File: src/rtl/peltier_regulator_pkg.sv
// Shared widths, FSM state codes and helper arithmetic for the Peltier
// cold-stage regulator and its PI arithmetic core.
package peltier_regulator_pkg;

  localparam int SAMPLE_W = 10;
  localparam int ERR_W    = 11;
  localparam int DUTY_W   = 8;

  // Gray-style 3-bit state codes: each step of the normal sampling loop
  // changes a single bit.
  localparam logic [2:0] ST_IDLE      = 3'b000;
  localparam logic [2:0] ST_WAIT_TICK = 3'b001;
  localparam logic [2:0] ST_REQ       = 3'b011;
  localparam logic [2:0] ST_WAIT_DATA = 3'b010;
  localparam logic [2:0] ST_ERR       = 3'b110;
  localparam logic [2:0] ST_INTEG     = 3'b111;
  localparam logic [2:0] ST_OUT       = 3'b101;

  // Signed error between an unsigned ADC code and the unsigned setpoint.
  // Both are zero-extended by one bit, so the 11-bit result cannot overflow.
  // A positive error means the stage is warmer than the target.
  function automatic logic signed [ERR_W-1:0] sample_error(
    input logic [SAMPLE_W-1:0] s,
    input logic [SAMPLE_W-1:0] sp
  );
    return $signed({1'b0, s}) - $signed({1'b0, sp});
  endfunction

endpackage

File: src/rtl/peltier_regulator_pi_step.sv
// Purely combinational PI arithmetic: error, saturated integrator update
// with anti-windup, and clamped 8-bit duty. The FSM in the top picks which
// result to register in which state.
module pi_step
  import peltier_regulator_pkg::*;
#(
  parameter int KP_SHIFT = 2,
  parameter int KI_SHIFT = 6,
  parameter int INT_W    = 16
) (
  input  logic        [SAMPLE_W-1:0] sample,
  input  logic        [SAMPLE_W-1:0] setpoint,
  input  logic signed [ERR_W-1:0]    err_in,
  input  logic signed [INT_W-1:0]    integ_in,
  input  logic        [DUTY_W-1:0]   duty_in,
  output logic signed [ERR_W-1:0]    err,
  output logic signed [INT_W-1:0]    integ_next,
  output logic        [DUTY_W-1:0]   duty_next
);

  localparam int SUM_W = INT_W + 1;
  localparam int UW    = INT_W + 4;

  localparam logic signed [SUM_W-1:0] INT_MAX = {2'b00, {(INT_W-1){1'b1}}};
  localparam logic signed [SUM_W-1:0] INT_MIN = {2'b11, {(INT_W-1){1'b0}}};

  logic signed [SUM_W-1:0] sum;
  logic                    err_pos;
  logic                    freeze;
  logic signed [UW-1:0]    e_ext;
  logic signed [UW-1:0]    i_ext;
  logic signed [UW-1:0]    p_term;
  logic signed [UW-1:0]    i_term;
  logic signed [UW-1:0]    u;

  // Error, integrator update and duty are all derived in one block; the
  // integrator is frozen when the previous duty is already pinned at the
  // rail the error would push it further into.
  always_comb begin
    err = sample_error(sample, setpoint);

    sum = {integ_in[INT_W-1], integ_in}
        + {{(SUM_W-ERR_W){err_in[ERR_W-1]}}, err_in};

    err_pos = !err_in[ERR_W-1] && (err_in != '0);
    freeze  = ((duty_in == {DUTY_W{1'b1}}) && err_pos) ||
              ((duty_in == '0) && err_in[ERR_W-1]);

    if (freeze)
      integ_next = integ_in;
    else if (sum > INT_MAX)
      integ_next = INT_MAX[INT_W-1:0];
    else if (sum < INT_MIN)
      integ_next = INT_MIN[INT_W-1:0];
    else
      integ_next = sum[INT_W-1:0];

    e_ext  = {{(UW-ERR_W){err_in[ERR_W-1]}}, err_in};
    i_ext  = {{(UW-INT_W){integ_in[INT_W-1]}}, integ_in};
    p_term = e_ext <<< KP_SHIFT;
    i_term = i_ext >>> KI_SHIFT;
    u      = p_term + i_term;

    if (u[UW-1])
      duty_next = '0;
    else if (|u[UW-2:DUTY_W])
      duty_next = {DUTY_W{1'b1}};
    else
      duty_next = u[DUTY_W-1:0];
  end

endmodule

File: src/rtl/peltier_regulator.sv
// Closed-loop Peltier regulator: periodically requests an MCP3008
// conversion, taps the MCP data handshake for the result, and runs a
// saturating PI update to produce the Peltier duty cycle.
module peltier_regulator
  import peltier_regulator_pkg::*;
#(
  parameter int PERIOD   = 1_000_000,
  parameter int TIMEOUT  = 65_536,
  parameter int KP_SHIFT = 2,
  parameter int KI_SHIFT = 6,
  parameter int INT_W    = 16
) (
  input  logic                    clk,
  input  logic                    rst,
  input  logic                    enable,
  input  logic [SAMPLE_W-1:0]     setpoint,
  input  logic                    adc_busy,
  input  logic [15:0]             adc_data,
  input  logic                    adc_avail,
  input  logic                    adc_accepted,
  output logic                    sample_req,
  output logic [DUTY_W-1:0]       duty,
  output logic signed [INT_W-1:0] integ,
  output logic                    fault
);

  localparam int CNT_W = (PERIOD > 1) ? $clog2(PERIOD) : 1;
  localparam int TO_W  = (TIMEOUT > 1) ? $clog2(TIMEOUT) : 1;

  logic [2:0]               state;
  logic [CNT_W-1:0]         tick_cnt;
  logic [TO_W-1:0]          to_cnt;
  logic                     req_cnt;
  logic [SAMPLE_W-1:0]      sample_q;
  logic signed [ERR_W-1:0]  err_q;

  logic signed [ERR_W-1:0]  err_w;
  logic signed [INT_W-1:0]  integ_w;
  logic [DUTY_W-1:0]        duty_w;

  // Upper MCP word bits carry framing only; the conversion is in [9:0].
  logic unused_adc_bits;
  assign unused_adc_bits = &{1'b0, adc_data[15:SAMPLE_W]};

  assign sample_req = (state == ST_REQ);

  pi_step #(
    .KP_SHIFT(KP_SHIFT),
    .KI_SHIFT(KI_SHIFT),
    .INT_W   (INT_W)
  ) u_pi_step (
    .sample    (sample_q),
    .setpoint  (setpoint),
    .err_in    (err_q),
    .integ_in  (integ),
    .duty_in   (duty),
    .err       (err_w),
    .integ_next(integ_w),
    .duty_next (duty_w)
  );

  // Sampling FSM: tick, request, capture, then three register stages for
  // error, integrator and duty. Reset and a low enable both force idle.
  always_ff @(posedge clk) begin
    if (rst || !enable) begin
      state    <= ST_IDLE;
      tick_cnt <= '0;
      to_cnt   <= '0;
      req_cnt  <= 1'b0;
      sample_q <= '0;
      err_q    <= '0;
      duty     <= '0;
      integ    <= '0;
      fault    <= 1'b0;
    end else begin
      case (state)
        ST_IDLE: begin
          tick_cnt <= '0;
          state    <= ST_WAIT_TICK;
        end
        ST_WAIT_TICK: begin
          if (tick_cnt == CNT_W'(PERIOD - 1)) begin
            if (!adc_busy) begin
              req_cnt <= 1'b0;
              to_cnt  <= '0;
              state   <= ST_REQ;
            end
          end else begin
            tick_cnt <= tick_cnt + CNT_W'(1);
          end
        end
        ST_REQ: begin
          to_cnt <= '0;
          if (req_cnt)
            state <= ST_WAIT_DATA;
          else
            req_cnt <= 1'b1;
        end
        ST_WAIT_DATA: begin
          if (adc_avail && adc_accepted) begin
            sample_q <= adc_data[SAMPLE_W-1:0];
            state    <= ST_ERR;
          end else if (to_cnt == TO_W'(TIMEOUT - 1)) begin
            fault    <= 1'b1;
            duty     <= '0;
            tick_cnt <= '0;
            state    <= ST_WAIT_TICK;
          end else begin
            to_cnt <= to_cnt + TO_W'(1);
          end
        end
        ST_ERR: begin
          err_q <= err_w;
          state <= ST_INTEG;
        end
        ST_INTEG: begin
          integ <= integ_w;
          state <= ST_OUT;
        end
        ST_OUT: begin
          duty     <= duty_w;
          tick_cnt <= '0;
          state    <= ST_WAIT_TICK;
        end
        default: begin
          state <= ST_IDLE;
        end
      endcase
    end
  end

endmodule

File: config.mk
export PLATFORM = sky130hd
export DESIGN_NAME = peltier_regulator
export DESIGN_NICKNAME = d
export VERILOG_FILES = /design/src/rtl/peltier_regulator_pkg.sv /design/src/rtl/peltier_regulator_pi_step.sv /design/src/rtl/peltier_regulator.sv
export SDC_FILE = /design/constraint.sdc
export NUM_CORES = 1
export LEC_CHECK = 0
export CORE_MARGIN = 2
export CORE_UTILIZATION = 45
export CTS_CLUSTER_DIAMETER = 120
export DETAILED_ROUTE_END_ITERATION = 12
export PLACE_DENSITY = 0.76
export SYNTH_ARGS = -nofsm -noshare
export SYNTH_HDL_FRONTEND = slang
export SYNTH_SLANG_ARGS = --single-unit
File: constraint.sdc
create_clock -name clk -period 3.9 [get_ports clk]
set_input_delay 0.585 -clock clk [delete_from_list [all_inputs] [get_ports clk]]
set_output_delay 0.585 -clock clk [all_outputs]
set_load 0.02 [all_outputs]
==> out/qor.csv, run 1 <==
metric;value;unit
outcome;finished clean;
ys flop type;dfxtp_1;
top cell type's share of synthesized area;0.311;
clk_skew;0.00414;ns
WP data arrival;3.47;ns
Post-DP HPWL;9960;um
commonest non-fill, non-tap cells in the layout;dfxtp_1 (86), nor2_1 (74), nand2_1 (61);
worst reg2reg path depth;8;
Worst setup SP type;flop;
Final Hold Violating Endpoints;0;
Placed Instances;866;
H-tree Lvls;3;
die height;115;um
via/cell ratio;5.79;
commonest non-fill, non-tap cell in the layout;dfxtp_1;
Rows;40;
#FFs+latches synth;86;
drt first-iter violations;292;
Synth area leader;dfxtp_1;
clock latency on the worst-skew pair;0.34;ns
Post-Syn Area;0.00553;sq mm
total CTS buffers;9;
Antenna diodes;0;
Tmin final;3.29;ns
Die ar.;0.0132;sq mm
Ports;58;
Crit Path Class;reg -> reg;
ys async rst share;0;
Slew HR;0.313;
Crit. End Element;flop;
Post-synth EDFFs;0;
critical path peak fanout;15;
power per cell area;296;mW/mm^2
GR Overflow Total;0;
Layout Area Growth over Synthesis;17.5;%
via count;5108;
Post-CTS Resized;0;
Final #Nets;803;
Final setup viols;0;
total core area;0.0120;sq mm
die extent in x;115;um
share of layout cells above drive strength 1;0.0503;
Net Count, Synth;762;
clock root buffer;clkbuf_16;
syn avg cell area;8.03;sq um
WHS;0.461;ns
Fillers;1111;
RSZ-0062 raised after global routing;no;
routed wire length;13400;um
Post-Route Setup TNS;0;ns
initial antenna violation count;0;
Yosys cell types;67;
post-route insts no fill;882;
Hold Crit Depth;2;
clock sinks;86;
gp weighted congestion;0.907;
Min-Delay Path Class;reg -> reg;
Max VDD drop;0.165;mV
max-cap viol count;0;
synth warn;0;
CTS tree;yes;
Post-Syn Instances;689;
total track usage;0.207;
Initial Util;0.461;
# Post-CTS Setup Buffers;0;
residual DRC count;0;
PortBufs;51;
Max Slew Vio Count;0;
Pre-antenna DRT Iters;5;
fmax;0.304;GHz
largest net degree at the start of global routing;32;
register area share after synthesis;0.311;
maximum buffer depth of the clock tree;2;
final period utilization;0.842;
vias in the first global route;4780;
Tot Pwr;1.92;mW
WP data required;4.09;ns
Worst-path clk slew;0.06;ns
main area contributors after synthesis;dfxtp_1 (31%), ha_1 (8.6%), nor2_1 (5.0%), xor2_1 (4.9%), a21oi_1 (4.8%);
wire per inst;15.2;um
cts hold-fix bufs;0;
Antenna Violating Nets Remaining;0;
Worst-Margin Slew;1.02;ns
first-pass GRT wire length;22500;um
Leak;2.38;nW
power by group:
part           switching (mW)  internal, mW
registers             0.00369         0.880
clock network           0.367         0.584
logic                  0.0478        0.0421
synthesized netlist by cell type, types with 8 or more instances:
cell type / instances
a211oi_1: 10
a21oi_1: 53
a221o_1: 8
and3_1: 10
clkbuf_1: 22
dfxtp_1: 86
ha_1: 38
inv_1: 32
maj3_1: 14
nand2_1: 61
nand3_1: 25
nand4_1: 23
nor2_1: 74
nor2b_1: 9
nor3_1: 14
o211ai_1: 8
o21ai_0: 40
or3_1: 9
xnor2_1: 15
xor2_1: 31
layer usage:
| layer | part of all wire | track usage | vias up |
|---|---|---|---|
| li1 | - | - | 2590 |
| met4 | 0.017 | 0.0739 | 0 |
| met2 | 0.46 | 0.347 | 122 |
| met1 | 0.47 | 0.273 | 2376 |
| met5 | 0 | 0 | - |
| met3 | 0.048 | 0.0290 | 20 |
flip-flops by register name (all words and copies together) (netlist names):
signal    cells
err_q        11
state         3
tick_cnt     20
duty          8
integ        16
to_cnt       16
sample_q     10
req_cnt       1
fault         1
worst max-delay path, cell delays in order, from the launching register on:
cell	delay, ns
dfxtp_1	0.42
ha_1	0.33
a2111oi_0	0.56
o21ai_0	0.30
and2_1	0.22
o21ai_0	0.28
o311a_1	0.66
maj3_1	0.28
a211oi_1	0.07
final timing paths:
path	from	end	slack, ns
setup / recovery	err_q[4]$_SDFFE_PP0P_	integ[1]$_SDFFE_PP0P_	0.61
hold / removal	sample_q[3]$_SDFFE_PP0P_	sample_q[3]$_SDFFE_PP0P_	0.46
setup reg to reg	err_q[4]$_SDFFE_PP0P_	integ[1]$_SDFFE_PP0P_	0.61
hold reg to reg	sample_q[3]$_SDFFE_PP0P_	sample_q[3]$_SDFFE_PP0P_	0.46
logic make-up after synthesis:
kind of cell               after synthesis  synth area share
and+or+nand+nor                        273             0.253
AOI/OAI and AO/OA                      170             0.199
DFF                                     86             0.311
buffers and inverters                   58            0.0402
adders and majority gates               55             0.122
xor gates and xnor gates                46            0.0728
muxes                                    1           0.00181
cell type report:
class / count / area (sq um) / share of cell area
clock inverter: 6 / 92.6 / 0.0142
tap: 147 / 184 / 0.0283
multi-input combinational: 545 / 3600 / 0.553
sequential: 86 / 1720 / 0.265
clock buffer: 10 / 239 / 0.0367
timing repair buffer: 56 / 548 / 0.0842
inverter: 32 / 120 / 0.0185
metrics by stage:
step                      area [sq um]  setup slack, ns   util
after global placement            6170            0.852  0.514
after global routing              6500            0.296  0.542
after CTS                         6500            0.705  0.541
final                             6500            0.614  0.542
after detailed placement          6170            0.760  0.514
after floorplan                   5530             1.23      -
No activity file was read; power rests on OpenSTA's default activity.
==> inputs of run 2 (changes only) <==
==> constraint.sdc (replaced) <==
create_clock -name clk -period 3.1 [get_ports clk]
set_input_delay 0.465 -clock clk [delete_from_list [all_inputs] [get_ports clk]]
set_output_delay 0.465 -clock clk [all_outputs]
set_load 0.02 [all_outputs]
==> run 2 against run 1 <==
Against the previous run: total power grew 26%; fmax grew 14%; worst setup slack lost 0.40 ns; hold slack lost 0.0042 ns; via count is essentially flat; highest routed layer unchanged.
==> out/qor.csv, run 2 (same netlist as run 1, synthesis figures left out) <==
metric;value;unit
dpl ws;0.229;ns
Comb pwr share;0.048;
fin worst setup slack;0.210;ns
max-cap viol count;0;
reg2reg setup slack;0.21;ns
Initial Util;0.461;
Slew HR;0.356;
number of flip-flops under the largest register name;20;
Min-Delay Path Class;reg -> reg;
reg-to-reg endpoint;integ[1]$_SDFFE_PP0P_;
Max Slew Vio Count;0;
Die ar.;0.0132;sq mm
die extent in x;115;um
Net Switching;0.525;mW
largest net degree at the start of global routing;32;
Tmin final;2.89;ns
met1 usage in global routing;0.267;
Largest regs;tick_cnt: 20 flops, integ: 16 flops, to_cnt: 16 flops;
first-pass GRT wire length;22700;um
WP data required;3.35;ns
r2r startpoint;err_q[0]$_SDFFE_PP0P_;
Post-DP HPWL;9990;um
maximum buffer depth of the clock tree;2;
cts hold-fix bufs;0;
Clk pwr share;0.493;
vias in the first global route;4939;
worst reg2reg path depth;11;
Worst-Margin Slew;0.959;ns
Post-Route Setup TNS;0;ns
grt met3 use;0.0216;
wire per inst;15.0;um
Max VDD drop;0.229;mV
die height;115;um
residual DRC count;0;
via count;5106;
Crit Path Class;reg -> reg;
Final Hold Violating Endpoints;0;
Critical Path Source;err_q[0]$_SDFFE_PP0P_;
power per cell area;368;mW/mm^2
total CTS buffers;9;
termination of the worst setup path;integ[1]$_SDFFE_PP0P_;
commonest non-fill, non-tap cell in the layout;dfxtp_1;
clk_skew;0.00796;ns
share of layout cells above drive strength 1;0.0645;
clock sinks;86;
GR Overflow Total;0;
Multi-input gate area;0.00361;sq mm
most used routing layer;met2;
Placed Instances;875;
GRT met2 Usage;0.365;
WHS;0.457;ns
Antenna Violating Nets Remaining;0;
Sw Share;0.217;
drt first-iter violations;319;
Fillers;1109;
total core area;0.0120;sq mm
RSZ-0062 raised after global routing;no;
clock latency on the worst-skew pair;0.35;ns
Ports;58;
Final setup viols;0;
H-tree Lvls;3;
CTS tree;yes;
PortBufs;51;
Int Power;1.90;mW
final period utilization;0.932;
Worst-path clk slew;0.06;ns
WP data arrival;3.14;ns
Final #Nets;812;
Leak;2.42;nW
fmax;0.346;GHz
Largest Register;tick_cnt;
post-route insts no fill;891;
gp weighted congestion;0.914;
sequential share of power;0.459;
via/cell ratio;5.73;
register area;0.00172;sq mm
critical path peak fanout;16;
clock root buffer;clkbuf_16;
Worst setup SP type;flop;
Crit. End Element;flop;
Antenna diodes;0;
commonest non-fill, non-tap cells in the layout;dfxtp_1 (86), nor2_1 (74), nand2_1 (61);
total track usage;0.210;
initial antenna violation count;0;
Pre-antenna DRT Iters;4;
Rows;40;
Tot Pwr;2.42;mW
outcome;finished clean;
Layout Area Growth over Synthesis;18.9;%
routed wire length;13400;um
run 2: worst max-delay path, cell delays in order, from the launching register on:
cell,delay (ns)
dfxtp_1,0.42
ha_1,0.23
inv_1,0.07
fa_1,0.42
nor2b_2,0.17
o211ai_1,0.12
a21boi_0,0.27
o21a_1,0.20
a21boi_1,0.08
buf_4,0.20
maj3_1,0.38
a211oi_1,0.24
run 2: per-layer routing:
metal	part of all wire	routed length [um]
met4	0.018	238
met2	0.48	6360
met1	0.46	6200
met5	0	0
met3	0.043	575
run 2: worst min-delay path by stage:
stage                                     endpoint  depth (start not counted)                      from  slack [ns]
final                     sample_q[0]$_SDFFE_PP0P_                          2  sample_q[0]$_SDFFE_PP0P_        0.46
after global routing      sample_q[3]$_SDFFE_PP0P_                          2  sample_q[3]$_SDFFE_PP0P_        0.48
after CTS                 sample_q[0]$_SDFFE_PP0P_                          2  sample_q[0]$_SDFFE_PP0P_        0.46
after detailed placement  sample_q[0]$_SDFFE_PP0P_                          2  sample_q[0]$_SDFFE_PP0P_        0.45
after global placement    sample_q[3]$_SDFFE_PP0P_                          2  sample_q[3]$_SDFFE_PP0P_        0.45
after floorplan           sample_q[0]$_SDFFE_PP0P_                          2  sample_q[0]$_SDFFE_PP0P_        0.44
run 2: per-stage QoR:
step | util | cell area, sq um
after floorplan | - | 5530
after global placement | 0.519 | 6240
after detailed placement | 0.519 | 6240
after CTS | 0.547 | 6570
after global routing | 0.548 | 6580
final | 0.548 | 6580
run 2: area by class of cell:
type / count / area share
clock buffers: 10 / 0.0363
flip-flops and latches: 86 / 0.262
clock inverters: 6 / 0.0139
well taps: 147 / 0.0279
multi-input cells: 545 / 0.548
repair buffers: 65 / 0.0935
inverters: 32 / 0.0183
run 2: power groups by stage:
stage	Sequential [mW]	Clock, mW	Combinational (mW)
after floorplan	1.13	0	0.0635
after detailed placement	1.14	0	0.115
after global routing	1.11	1.26	0.126
after CTS	1.11	1.20	0.117
after global placement	1.14	0	0.112
final	1.11	1.19	0.116
run 2: timing repair:
item | CTS | global route
endpoints found under the hold margin | 0 | 0
gates resized for setup | 0 | 5
buffers inserted | 0 | 0
setup endpoints to repair | 0 | 21
==> inputs of run 3 (changes only) <==
--- a/config.mk
+++ b/config.mk
@@ -9,7 +9,7 @@
 export CORE_UTILIZATION = 45
 export CTS_CLUSTER_DIAMETER = 120
 export DETAILED_ROUTE_END_ITERATION = 12
-export PLACE_DENSITY = 0.76
+export PLACE_DENSITY = 0.66
 export SYNTH_ARGS = -nofsm -noshare
 export SYNTH_HDL_FRONTEND = slang
 export SYNTH_SLANG_ARGS = --single-unit
==> run 3 against run 2 <==
Against the previous run: combinational power barely moved; via count grew 1.8%; clock power up 6%; sequential power hardly changed; non-clock buffer count increased by 3; first-iteration DRC count decreased by 16%; critical endpoint is now duty[6]$_SDFFE_PP0P_; highest routed layer unchanged.
==> out/qor.csv, run 3 (same netlist as run 1, synthesis figures left out) <==
metric;value;unit
grt met3 use;0.0390;
H-tree Lvls;3;
most used routing layer;met2;
Min-Delay Path Class;reg -> reg;
WHS;0.454;ns
reg2reg setup slack;0.17;ns
worst reg2reg path depth;10;
first-pass GRT wire length;23300;um
total track usage;0.215;
Final #Nets;815;
commonest non-fill, non-tap cell in the layout;dfxtp_1;
Ports;58;
crit path cell chain;ha_1 -> inv_1 -> fa_1 -> nor2b_1 -> o31a_1 -> o31ai_2 -> o221ai_1 -> a21o_1 -> o311a_1 -> a221o_1;
GRT met2 Usage;0.336;
Rows;40;
total CTS buffers;9;
gp weighted congestion;0.895;
die height;115;um
Post-DP HPWL;10100;um
Clk pwr share;0.506;
clock sinks;86;
Post-Route Setup TNS;0;ns
Post-CTS Resized;0;
Final setup viols;0;
Final Hold Violating Endpoints;0;
Net Switching;0.535;mW
Max VDD drop;0.279;mV
CTS tree;yes;
Int Power;1.95;mW
initial antenna violation count;0;
power per cell area;377;mW/mm^2
Leak;2.43;nW
Max Slew Vio Count;0;
Largest regs;tick_cnt: 20 flops, integ: 16 flops, to_cnt: 16 flops;
Fillers;1139;
via/cell ratio;5.81;
Initial Util;0.461;
Placed Area;0.00626;sq mm
final core occ;0.550;
Antenna Violating Nets Remaining;0;
die extent in x;115;um
Worst setup SP type;flop;
total core area;0.0120;sq mm
clock root buffer;clkbuf_16;
hold path endpoint;sample_q[0]$_SDFFE_PP0P_;
Worst-Margin Slew;0.656;ns
critical path peak fanout;8;
Slowest Stage Delay on Critical Path;0.45;ns
GR Overflow Total;0;
Design Area, Final;0.00661;sq mm
wire per inst;15.3;um
Antenna diodes;0;
cts hold-fix bufs;0;
max-cap viol count;0;
Sw Share;0.215;
clock latency on the worst-skew pair;0.35;ns
final period utilization;0.945;
Worst-path clk slew;0.06;ns
Hold Crit Start;sample_q[0]$_SDFFE_PP0P_;
via count;5196;
WP data arrival;3.16;ns
Pre-antenna DRT Iters;5;
largest net degree at the start of global routing;32;
reg-to-reg endpoint;duty[6]$_SDFFE_PP0P_;
outcome;finished clean;
sequential share of power;0.446;
drt first-iter violations;268;
WP data required;3.34;ns
r2r startpoint;integ[8]$_SDFFE_PP0P_;
maximum buffer depth of the clock tree;2;
Crit Path Class;reg -> reg;
Tmin final;2.93;ns
Die ar.;0.0132;sq mm
met1 usage in global routing;0.288;
Layout Area Growth over Synthesis;19.4;%
commonest non-fill, non-tap cells in the layout;dfxtp_1 (86), nor2_1 (74), nand2_1 (61);
Largest Register;tick_cnt;
Slew HR;0.561;
vias in the first global route;4910;
# Post-CTS Setup Buffers;0;
residual DRC count;0;
Comb pwr share;0.047;
routed wire length;13700;um
clk_skew;0.00580;ns
share of layout cells above drive strength 1;0.0656;
register area;0.00172;sq mm
Multi-input gate area;0.00360;sq mm
RSZ-0062 raised after global routing;no;
Crit. End Element;flop;
CP max-delay cell;o311a_1;
Hold Crit Depth;2;
number of flip-flops under the largest register name;20;
fmax;0.341;GHz
PortBufs;51;
[run 3: routing by layer]
| layer | vias to the layer above | wire, um | part of all wire |
|---|---|---|---|
| met4 | 0 | 423 | 0.031 |
| met5 | - | 0 | 0 |
| met3 | 33 | 672 | 0.049 |
| met2 | 149 | 6060 | 0.44 |
| li1 | 2615 | - | - |
| met1 | 2399 | 6550 | 0.48 |
[run 3: through the flow]
stage | std cells | power, mW | setup WS [ns]
2_1_floorplan | 689 | 1.20 | 0.434
3_3_place_gp | 878 | 1.25 | 0.304
3_5_place_dp | 878 | 1.25 | 0.203
4_1_cts | 894 | 2.51 | 0.157
5_1_grt | 894 | 2.56 | 0.00346
6_report | 894 | 2.49 | 0.172
[run 3: how the worst max path moves through the flow]
stage | cells after the start | to | from
after floorplan | 9 | integ[6]$_SDFFE_PP0P_ | integ[4]$_SDFFE_PP0P_
final | 10 | duty[6]$_SDFFE_PP0P_ | integ[8]$_SDFFE_PP0P_
after global placement | 9 | integ[3]$_SDFFE_PP0P_ | integ[6]$_SDFFE_PP0P_
after detailed placement | 10 | duty[2]$_SDFFE_PP0P_ | integ[8]$_SDFFE_PP0P_
after CTS | 10 | duty[6]$_SDFFE_PP0P_ | integ[8]$_SDFFE_PP0P_
after global routing | 10 | duty[2]$_SDFFE_PP0P_ | err_q[0]$_SDFFE_PP0P_
[run 3: power by group through the flow]
stage	Sequential (mW)	Combinational, mW	Clock (mW)
3_5_place_dp	1.14	0.117	0
3_3_place_gp	1.14	0.115	0
4_1_cts	1.11	0.119	1.28
2_1_floorplan	1.13	0.0635	0
5_1_grt	1.11	0.131	1.32
6_report	1.11	0.118	1.26
[run 3: critical path, delay by kind of cell, from the launching register on]
family	cells	cell delay [ns]
buf+inv	1	0.09
simple gates	1	0.07
flops	1	0.37
fa+ha+maj	2	0.46
compound gates	6	1.82
[run 3: cell type report]
type,instances,area share
tap,147,0.0278
inverter,32,0.0182
clock buffer,9,0.0341
timing repair buffer,68,0.0965
multi-input combinational,545,0.545
clock inverter,7,0.0182
sequential,86,0.260
